===== src/rtl/int_ctrl.sv =====
// Memory-mapped interrupt controller: synchronises raw sources, latches edge/level
// requests, applies mask and fixed priority with in-service nesting, and drives HWInt.
module int_ctrl #(
  parameter int NSRC        = 6,
  parameter int SYNC_STAGES = 2
) (
  input  logic             clk,
  input  logic             reset,
  input  logic             WE,
  input  logic             RE,
  input  logic [29:0]      Addr,
  input  logic [31:0]      Din,
  output logic [31:0]      Dout,
  input  logic [NSRC-1:0]  src,
  output logic [NSRC-1:0]  HWInt,
  output logic             irq
);

  localparam logic [2:0] OFF_PENDING = 3'd0;
  localparam logic [2:0] OFF_MASK    = 3'd1;
  localparam logic [2:0] OFF_MODE    = 3'd2;
  localparam logic [2:0] OFF_CLEAR   = 3'd3;
  localparam logic [2:0] OFF_CLAIM   = 3'd4;
  localparam logic [2:0] OFF_EOI     = 3'd5;
  localparam logic [2:0] OFF_INSVC   = 3'd6;

  logic [NSRC-1:0] sync_q [SYNC_STAGES];
  logic [NSRC-1:0] sync_d [SYNC_STAGES];
  logic [NSRC-1:0] prev_q, prev_d;
  logic [NSRC-1:0] edge_pend_q, edge_pend_d;
  logic [NSRC-1:0] mask_q, mask_d;
  logic [NSRC-1:0] mode_q, mode_d;
  logic [NSRC-1:0] insvc_q, insvc_d;

  logic [2:0]      offset_s;
  logic            wr_mask_s, wr_mode_s, wr_clear_s, wr_eoi_s, rd_claim_s;
  logic [NSRC-1:0] s_sync_s;
  logic [NSRC-1:0] pending_s;
  logic [NSRC-1:0] below_s;
  logic            seen_s;
  logic [NSRC-1:0] hwint_s;
  logic            claim_valid_s;
  logic [2:0]      claim_id_s;
  logic            found_s;
  logic            claim_fire_s;
  logic [NSRC-1:0] claim_onehot_s;
  logic [NSRC-1:0] eoi_onehot_s;
  logic [NSRC-1:0] rise_s;
  logic [NSRC-1:0] clr_s;
  logic [NSRC-1:0] mode_chg_s;
  logic            unused_s;

  assign offset_s   = Addr[2:0];
  assign wr_mask_s  = WE && (offset_s == OFF_MASK);
  assign wr_mode_s  = WE && (offset_s == OFF_MODE);
  assign wr_clear_s = WE && (offset_s == OFF_CLEAR);
  assign wr_eoi_s   = WE && (offset_s == OFF_EOI);
  assign rd_claim_s = RE && (offset_s == OFF_CLAIM);
  assign s_sync_s   = sync_q[SYNC_STAGES-1];
  assign unused_s   = ^{Addr[29:3], Din[31:NSRC]};

  // Synchroniser chain: stage 0 samples the raw pins, later stages shift.
  always_comb begin
    for (int s = 0; s < SYNC_STAGES; s++) begin
      if (s == 0) begin
        sync_d[s] = src;
      end else begin
        sync_d[s] = sync_q[s-1];
      end
    end
  end

  // Visible request vector: edge bits come from the latch, level bits straight from the synchroniser.
  always_comb begin
    pending_s = (mode_q & edge_pend_q) | (~mode_q & s_sync_s);
  end

  // Priority ceiling: a source is eligible only if no bit at or above its priority is in service.
  always_comb begin
    seen_s  = 1'b0;
    below_s = '0;
    for (int i = 0; i < NSRC; i++) begin
      seen_s     = seen_s | insvc_q[i];
      below_s[i] = ~seen_s;
    end
  end

  assign hwint_s       = pending_s & mask_q & below_s;
  assign claim_valid_s = |hwint_s;

  // Lowest-index eligible source is the one software will claim.
  always_comb begin
    claim_id_s = 3'd0;
    found_s    = 1'b0;
    for (int i = 0; i < NSRC; i++) begin
      if (hwint_s[i] && !found_s) begin
        claim_id_s = 3'(i);
        found_s    = 1'b1;
      end else begin
        found_s    = found_s;
      end
    end
  end

  assign claim_fire_s = rd_claim_s && claim_valid_s;

  // One-hot decodes of the claimed id and the retired id; EOI ids beyond NSRC match nothing.
  always_comb begin
    claim_onehot_s = '0;
    eoi_onehot_s   = '0;
    for (int i = 0; i < NSRC; i++) begin
      claim_onehot_s[i] = claim_fire_s && (claim_id_s == 3'(i));
      eoi_onehot_s[i]   = wr_eoi_s && (Din[2:0] == 3'(i));
    end
  end

  // Next-state for edge latch, mask, mode and in-service; a new edge beats any clear on the same edge.
  always_comb begin
    prev_d = s_sync_s;
    rise_s = s_sync_s & ~prev_q & mode_q;
    if (wr_clear_s) begin
      clr_s = Din[NSRC-1:0];
    end else begin
      clr_s = '0;
    end
    clr_s = clr_s | (claim_onehot_s & mode_q);
    if (wr_mode_s) begin
      mode_chg_s = Din[NSRC-1:0] ^ mode_q;
      mode_d     = Din[NSRC-1:0];
    end else begin
      mode_chg_s = '0;
      mode_d     = mode_q;
    end
    if (wr_mask_s) begin
      mask_d = Din[NSRC-1:0];
    end else begin
      mask_d = mask_q;
    end
    edge_pend_d = ((edge_pend_q & ~clr_s) | rise_s) & ~mode_chg_s;
    insvc_d     = (insvc_q & ~eoi_onehot_s) | claim_onehot_s;
  end

  // State registers, all cleared asynchronously.
  always_ff @(posedge clk or posedge reset) begin
    if (reset) begin
      for (int s = 0; s < SYNC_STAGES; s++) begin
        sync_q[s] <= '0;
      end
      prev_q      <= '0;
      edge_pend_q <= '0;
      mask_q      <= '0;
      mode_q      <= '0;
      insvc_q     <= '0;
    end else begin
      for (int s = 0; s < SYNC_STAGES; s++) begin
        sync_q[s] <= sync_d[s];
      end
      prev_q      <= prev_d;
      edge_pend_q <= edge_pend_d;
      mask_q      <= mask_d;
      mode_q      <= mode_d;
      insvc_q     <= insvc_d;
    end
  end

  // Read mux; write-only and undefined offsets read as zero.
  always_comb begin
    case (offset_s)
      OFF_PENDING: Dout = {{(32-NSRC){1'b0}}, pending_s};
      OFF_MASK:    Dout = {{(32-NSRC){1'b0}}, mask_q};
      OFF_MODE:    Dout = {{(32-NSRC){1'b0}}, mode_q};
      OFF_CLAIM:   Dout = {claim_valid_s, 28'd0, claim_id_s};
      OFF_INSVC:   Dout = {{(32-NSRC){1'b0}}, insvc_q};
      default:     Dout = 32'd0;
    endcase
  end

  assign HWInt = hwint_s;
  assign irq   = claim_valid_s;

endmodule


===== config.mk =====
export PLATFORM = sky130hd
export DESIGN_NAME = int_ctrl
export DESIGN_NICKNAME = d
export VERILOG_FILES = /design/src/rtl/int_ctrl.sv
export SDC_FILE = /design/constraint.sdc
export NUM_CORES = 1
export LEC_CHECK = 0
export CAP_MARGIN = 30
export CORE_ASPECT_RATIO = 1.5
export CORE_MARGIN = 8
export CORE_UTILIZATION = 41
export DETAILED_ROUTE_END_ITERATION = 6
export GPL_ROUTABILITY_DRIVEN = 0
export HOLD_SLACK_MARGIN = 0.1
export PLACE_DENSITY_LB_ADDON = 0.05
export SLEW_MARGIN = 10
export SYNTH_ARGS = -nofsm -noshare
export SYNTH_HDL_FRONTEND = slang
export SYNTH_SLANG_ARGS = --single-unit

===== constraint.sdc =====
create_clock -name clk -period 2.9 [get_ports clk]
set_input_delay 0.58 -clock clk [delete_from_list [all_inputs] [get_ports clk]]
set_output_delay 0.58 -clock clk [all_outputs]
set_load 0.05 [all_outputs]

Word-level counts from Yosys, hierarchy flattened:

Cells that the tools add are included.

* bits in registers: 42
* input port bits: 72
* output and inout port bits: 39
* word-level logic and storage cells: 99

* eq/ne operators: 16
* multiplexer cells: 13
* bitwise operators: 31
* reduce and logical (&&, ||, !) cells: 32

Operator list (number)
* 32-bit one-hot mux with 5 select lines: 1
* 6-bit AND: 10
* 6-bit NOT: 5
* 6-bit bitwise OR: 4
* 1-bit logical AND: 23
* 3-bit equality test (second input constant): 7
* 3-bit by 2-bit equality test with 1-bit output (second input constant): 6
* 3-bit 2-to-1 mux: 4
* 6-bit 2-to-1 mux: 2
* 3-bit by 1-bit equality test with 1-bit output (second input constant): 3
* 3-bit zero test: 3
* 1-bit 2-to-1 mux: 6
* 1-bit NOT: 6
* 6-bit OR reduction: 1
* 6-bit bitwise XOR: 1
* 1-bit zero test: 5
* 1-bit bitwise OR: 5

Logic depth before layout (Yosys ltp):

Gate-level depths: netlist of the first run.

* word-level depth: 31
* mapped depth: 7
* mapped depth without buffers: 6

Worst setup path after synthesis of the first run:

Ideal clock, no wire load.

* path type: register -> output
* start: register insvc_q[0]
* end: output port Dout[2]
* arrival: 3.506 ns
* required time: 2.320 ns
* setup slack: -1.186 ns
* stages on the path, launching flop included: 5
* path buffers: 0
* path through: dfrtp_1 -> or4_4 -> nor4b_4 -> nor2_1 -> o41ai_1

* elaborated cells between the ends (all ways): 31
* those cells by class: mux: 9; bitwise: 12; reduce/logical: 10

RTL lines
* start, declared: RTL line 33 `logic [NSRC-1:0] insvc_q, insvc_d;`
* start signal, assigned: RTL line 162 `insvc_q <= insvc_d;`
* 1-bit bitwise OR (*) (4 in a row): RTL line 83 `seen_s = seen_s | insvc_q[i];`
* 1-bit NOT (*): RTL line 84 `below_s[i] = ~seen_s;`
* 6-bit AND (*): RTL line 88 `assign hwint_s = pending_s & mask_q & below_s;`
* via HWInt[4]: RTL line 15 `output logic [NSRC-1:0] HWInt,`
* 1-bit logical AND (*): RTL line 96 `if (hwint_s[i] && !found_s) begin`
* 1-bit 2-to-1 mux: RTL line 96
* 1-bit zero test: RTL line 96
* 1-bit logical AND: RTL line 96
* 3-bit 2-to-1 mux (*): RTL line 96
* 32-bit one-hot mux with 5 select lines (*): RTL line 168 `case (offset_s)`
* end, declared: RTL line 13 `output logic [31:0] Dout,`

Mark *: on every way through the listed nets, which the timed path passes. The rest lies on a longest branch.

Final worst setup path of the first run:

* start: input port Addr[0]
* end: output port Dout[0]

* word-level cells in the longest chain between the ends: 2
* elaborated cells between the ends (all ways): 6
* those cells by class: eq/ne: 4; mux: 1; reduce/logical: 1

RTL lines
* start, declared: RTL line 11 `input logic [29:0] Addr,`
* 3-bit equality test, or another cell as far along: RTL line 168
* 32-bit one-hot mux with 5 select lines (*): RTL line 168

Every way passes the cells marked *; elsewhere a longest branch is shown, timed or not.

==> metrics, run 1 <==
CTS tree=yes; CTS root buf=clkbuf_8; Total Wirelength=between 6000 and 7000 µm; vias=1945; R2R cell count=7; initial antenna violation count=0; maximum fanout along the worst path=6; Num Clock Sinks=between 40 and 50; Worst setup EP type=output pin; CP peak stage delay=530 ps; unrepaired setup endpoints after global routing=yes; Std-Cell Rows=33; relative slew slack=between 60% and 70%; worst hold path class=register to register; Post-DP Area=0.002985 mm²; WS Path Type=input pin to output pin; Synth warnings=0; grt met1 use=between 10% and 20%; hold endpoint=prev_d[2]; Comb power frac=45.8%; Final setup violation count=0; syn_area_per_cell=9.455 µm²; ratio of cells with drive above 1 in the final layout=roughly 24%; first-pass GRT wire length=roughly 11000 µm; Arrival @ worst endpoint=between 2000 and 2500 ps; Inserted Diodes=0; slowest CP cell=clkdlybuf4s50_1; Starting Density=a little over two fifths; DRC=0; global route overflow=0; DRT antenna net count=0; post-synthesis adder-cell area fraction=0%; Hold Path Depth=0; met3 Usage GRT=3.460%; Reg2Reg Capture Point=edge_pend_q[5]; Finished Layout Cells=approximately 380; area of the multi-input gates=around 0.0012 mm²; Seq. cell area=0.001054 mm²; Flop pwr share=roughly 37%; area growth from synthesis to layout=32.92%; #FFs+latches synth=between 40 and 50; clk_skew=between 9 and 10 ps; mux cell area share after synthesis=6.564%; DP Cell Count=366; HP Start=sync_d[2]; Clock power frac=between 10% and 20%; chip height=approximately 110 µm; Net Sw Power=between 0.0008 and 0.0009 W; Fillers=518; CP most frequent cell=buf_4; Worst setup SP type=input pin; synthesized cell area=0.002345 mm²; Synth Area in Simple Gates=between 20% and 30%; htree depth=2; Slew Viols, Final=0; die footprint=~0.0084 mm²; wire per inst=17.22 µm; clock transition at the registers of the reported paths=about 70 ps; flop2flop setup slack=620 ps; GR peak layer=met2; vias in the first global route=roughly 2.1k; placed wire-length estimate=~5200 µm; All-Layer GR Usage=between 15 and 20%; minimum clock period=2829 ps; XOR/XNOR share of the synthesized area=0%; status=complete, no violations; CP cell instances=clkdlybuf4s50_1 -> buf_4 -> nor3b_1 -> a21oi_1 -> o21ai_0 -> o21ai_1 -> buf_4 -> o21ai_4 -> buf_12; final hold vios=0; VDD IR max=0.3186 mV; Seq/Total Area, Yosys=44.82%; crit path launch=Addr[0]; met2 usage=28.76%; switching portion of total power=between 30 and 40%; TritonRoute pass-1 iters=4; Worst R2R Start=insvc_q[1]; core area=between 0.005 and 0.006 mm²; TritonCTS Buffers=5; post-synthesis instance total=approximately 250; Final #Nets=roughly 380; worst skew pair latency=just under 300 ps; Critical Path RT=2320 ps; Die Wd=approximately 78 µm; PD cells=between 700 and 800 mW/mm²; Leak=1.390 nW; Synth Area in Compound Gates=16.81%; final worst-path cycle share=97.55%; P_int=~0.0013 W; Cell variety after synth=48; largest net degree at the start of global routing=23; I/O Buffers=32; Max-Cap Viols=0; largest family of logic cells by synthesized area=simple AND/OR/NAND/NOR gates; CTS max path bufs=2; f_max=353.5 MHz; Design Area, Final=between 0.003 and 0.004 mm²; IO Pins=about 110; Vias/cell=a little over 5; starting DRC count in detailed routing=79; worst-margin pin slew=approximately 560 ps
## per-stage QoR
stage	power [W]	utilization [%]	hold slack [ps]	setup TNS (ps)	setup WS, ps
floorplan	0.001459	-	331.2	-456.4	-296.0
global placement	0.001772	53.86	331.7	0	33.68
detailed placement	0.001788	54.36	336.3	0	20.77
CTS	0.002199	56.48	356.1	0	18.47
global route	0.002315	56.76	360.5	-7.877	-7.877
finish	0.002183	56.76	351.9	0	71.18
## power by group through the flow
stage	combinational [W]	clock (W)	sequential, W
after floorplan	0.000688	0	0.000771
after global routing	0.00107	0.000428	0.000816
after detailed placement	0.000982	0	0.000807
final	0.00100	0.000384	0.000799
after global placement	0.000969	0	0.000803
after CTS	0.000999	0.000402	0.000798
## worst max-delay path: cells and delay by family
kind	cells	cell delay [ps]
compound gates	4	420
buf+inv	4	1050
simple gates	1	190
## worst max path at each step
stage                     depth (start not counted)  slack [ps]       to
final                                             9          70  Dout[0]
after global routing                              7          -8  Dout[0]
after CTS                                         9          20  Dout[0]
after detailed placement                          9          20  Dout[0]
after global placement                            9          30  Dout[0]
after floorplan                                   4        -300  Dout[2]
## cell families after synthesis
logic type      Yosys count
simple gates             84
compound gates           62
buf+inv                  45
flops                    42
mux                      14
other cells               1
## repair_timing
item,in CTS,in global routing
pin swaps,3,1
resized for setup,2,4
endpoints found under the setup margin,3,5
hold buffers,0,0
setup buffers,3,1
## synthesized netlist by cell type (all sizes together)
library cell  count  area (µm²)
a21bo             1       10.01
a21oi            13       65.06
a221oi            2       17.52
a22oi             1       7.510
a31oi             4       25.02
a32o              1       10.01
a41oi             1       8.760
and2              1       6.260
and3              2       12.51
buf              27       197.7
clkbuf            6       22.52
conb              1       3.750
dfrtp            42        1051
inv              12       45.04
mux2              8       93.83
mux2i             6       60.06
nand2            23       88.84
nand2b            8       50.05
nand3             9       45.04
nand3b            1       7.510
nand4             1       6.260
nand4b            2       17.52
nor2             19       71.32
nor2b             4       25.02
nor3              2       10.01
nor3b             3       22.52
nor4              4       55.05
nor4b             2       32.53
o211ai            1       7.510
o21ai            21       105.1
o221a             1       11.26
o22ai             7       43.79
o2bb2ai           3       26.28
o31a              1       8.760
o31ai             1       7.510
o32a              2       20.02
o41a              1       11.26
o41ai             1       8.760
or2               1       6.260
or3b              1       8.760
or4               1       11.26
## placed cells by master (no fill, tap or decap), drive strengths merged, types with 3 or more instances in the layout
cell type / synthesis / layout
a21oi: 13 / 13
o2bb2ai: 3 / 3
o21ai: 21 / 21
nand2: 23 / 23
clkdlybuf4s50: 0 / 18
mux2i: 6 / 6
nand3: 9 / 9
inv: 12 / 11
nand2b: 8 / 8
buf: 27 / 42
nor3b: 3 / 3
nor2: 19 / 19
a31oi: 4 / 4
nor2b: 4 / 4
o22ai: 7 / 7
clkbuf: 6 / 7
mux2: 8 / 8
conb: 1 / 25
dfrtp: 42 / 42
nor4: 4 / 4
## routing by layer
metal	vias up	part of all wire, %	wire length (µm)
li1	954	-	-
met1	930	42	2728
met2	55	52	3354
met3	6	5.1	335
met4	0	1.4	89
met5	-	0	0
## sequential cells by signal, indices dropped and copies added (netlist names)
signal and cells:
insvc_q 6, prev_q 6, mask_q 6, edge_pend_q 6, mode_q 6, sync_d 6, prev_d 6
## cell type report
| type | count | share of cell area (%) |
|---|---|---|
| clock buffers | 7 | 2.770 |
| flip-flops and latches | 42 | 33.80 |
| multi-input cells | 185 | 38.06 |
| clock inverters | 1 | 0.1606 |
| inverters | 12 | 1.445 |
| repair buffers | 61 | 20.96 |
| well taps | 70 | 2.810 |
Note: power is estimated with default switching activity, not from simulation.
==> run 2, diff against run 1 <==
==> constraint.sdc (replaced) <==
create_clock -name clk -period 3.2 [get_ports clk]
set_input_delay 0.64 -clock clk [delete_from_list [all_inputs] [get_ports clk]]
set_output_delay 0.64 -clock clk [all_outputs]
set_load 0.01 [all_outputs]
==> run 2 against run 1 <==
  * Routed wire length decreased by 0.95%
  * Sequential cell count stayed put
  * Utilization down 3.0 points
  * Hold slack gained 6.9 ps
  * Register-to-register slack improved by 460 ps
  * Final cell count fell by 1.9%
  * Clock power rose by 38%
  * Worst setup slack gained 61 ps
  * Critical path type unchanged
  * Critical endpoint is now Dout[3]
  * Largest power group is now registers
  * Highest routed layer unchanged
==> metrics, run 2 (synthesis results as in run 1) <==
Max-Cap Viols=0; DRT antenna net count=0; CTS root buf=clkbuf_8; Num Clock Sinks=42; ratio of cells with drive above 1 in the final layout=16.94%; Finished Layout Cells=371; worst slack, placed=-1.882 ps; relative slew slack=between 60% and 70%; Starting Density=about 43%; WS Path Type=input pin to output pin; TritonRoute pass-1 iters=4; IO Pins=111; placed wire-length estimate=just under 5000 µm; final hold vios=0; Critical Path RT=~2600 ps; f_max=between 300 and 400 MHz; first-pass GRT wire length=10440 µm; Slew Viols, Final=0; worst skew pair latency=300 ps; clock transition at the registers of the reported paths=approximately 80 ps; vias=around 1.9k; clk_skew=between 7 and 8 ps; Vias/cell=~5.2; die footprint=~0.0084 mm²; Total Wirelength=~6400 µm; vias in the first global route=between 2k and 2.5k; most frequent cells in the layout=40 x dfrtp_1, 26 x clkdlybuf4s50_1, 25 x conb_1; Worst setup SP type=input pin; DP Cell Count=363; Post-DP Area=around 0.0028 mm²; maximum fanout along the worst path=9; initial antenna violation count=0; wire per inst=between 15 and 20 µm; Final setup violation count=0; core area=between 0.005 and 0.006 mm²; most common cell after layout, fill and taps aside=dfrtp_1; htree depth=2; worst-margin pin slew=541.4 ps; final worst-path cycle share=95.88%; Setup Fix Bufs, Post-CTS=0; minimum clock period=~3100 ps; area growth from synthesis to layout=25.93%; Arrival @ worst endpoint=between 2000 and 2500 ps; worst hold path class=register to register; VDD IR max=between 0.3 and 0.4 mV; status=complete, no violations; starting DRC count in detailed routing=94; unrepaired setup endpoints after global routing=no; chip height=roughly 110 µm; Final WS setup=between 100 and 150 ps; PD cells=approximately 620 mW/mm²; Leak=between 1 and 1.5 nW; hold buffers post-CTS=0; Inserted Diodes=0; DRC=0; CTS tree=yes; largest net degree at the start of global routing=43; TritonCTS Buffers=5; All-Layer GR Usage=between 10% and 20%; Die Wd=77.75 µm; Final #Nets=between 300 and 400; I/O Buffers=32; CTS max path bufs=2; Design Area, Final=~0.0030 mm²; global route overflow=0; Worst setup EP type=output pin; Final Util=53.77%; Std-Cell Rows=33; setup TNS=0 ps
[run 2: cell types whose count changed in the layout (fill, tap and decap cells not counted), moves of 2 or more]
| cell | delta |
|---|---|
| buf_4 | -9 |
| clkdlybuf4s50_1 | +8 |
| dlygate4sd2_1 | +3 |
| buf_12 | -10 |
| bufinv_16 | +2 |
| dlymetal6s2s_1 | +2 |
[run 2: what timing repair did]
action                                  in CTS  in global routing
endpoints found under the setup margin       4                  3
resized for setup                            6                  6
hold endpoints to repair                     0                  0
pin swaps                                    0                  0
[run 2: final timing paths]
check / start / endpoint / slack, ps / cells after the start
worst max register to register: insvc_q[0] / edge_pend_q[5] / 1080 / 5
min in group asynchronous: reset / mode_q[1] / 770 / 3
worst max-delay path: Addr[0] / Dout[3] / 130 / 5
worst min-delay path: sync_d[3] / prev_d[3] / 360 / 0
max in group asynchronous: reset / insvc_q[1] / 2030 / 3
worst min register to register: sync_d[3] / prev_d[3] / 360 / 0
[run 2: through the flow]
| stage | power, W | hold slack [ps] |
|---|---|---|
| 2_1_floorplan | 0.001102 | 331.2 |
| 3_3_place_gp | 0.001304 | 331.8 |
| 3_5_place_dp | 0.001312 | 341.7 |
| 4_1_cts | 0.001841 | 363.5 |
| 5_1_grt | 0.001940 | 370.6 |
| 6_report | 0.001835 | 358.9 |
[run 2: power by group]
group	switching [W]	internal, W
combinational	0.000286	0.000292
clock	0.000195	0.000333
sequential	0.000107	0.000623
[run 2: critical path: stages]
cell	delay [ps]
clkdlybuf4s50_1	480
buf_4	210
o32a_1	340
o22ai_1	180
clkdlybuf4s50_1	570
[run 2: final cells by class]
| class | count | area, µm² |
|---|---|---|
| Tap cell | 70 | 87.58 |
| Clock buffer | 6 | 82.58 |
| Clock inverter | 2 | 60.06 |
| Sequential cell | 42 | 1054 |
| Inverter | 12 | 45.04 |
| Multi-Input combinational cell | 185 | 1135 |
| Fill cell | 543 | 2539 |
| Timing Repair Buffer | 54 | 489.2 |
[run 2: routing by layer]
metal | GRT usage (%) | up-vias | routed length [µm]
met5 | 0 | - | 0
met2 | 27.56 | 69 | 3284
met1 | 18.25 | 921 | 2682
li1 | - | 931 | -
met4 | 7.724 | 0 | 140
met3 | 3.048 | 8 | 339
==> run 3, diff against run 2 <==
--- a/config.mk
+++ b/config.mk
@@ -9,6 +9,7 @@
 export CORE_ASPECT_RATIO = 1.5
 export CORE_MARGIN = 8
 export CORE_UTILIZATION = 41
+export CTS_CLUSTER_DIAMETER = 30
 export DETAILED_ROUTE_END_ITERATION = 6
 export GPL_ROUTABILITY_DRIVEN = 0
 export HOLD_SLACK_MARGIN = 0.1
==> results of run 3 <==
Final layout, timing and power as in run 2 (identical DEF).
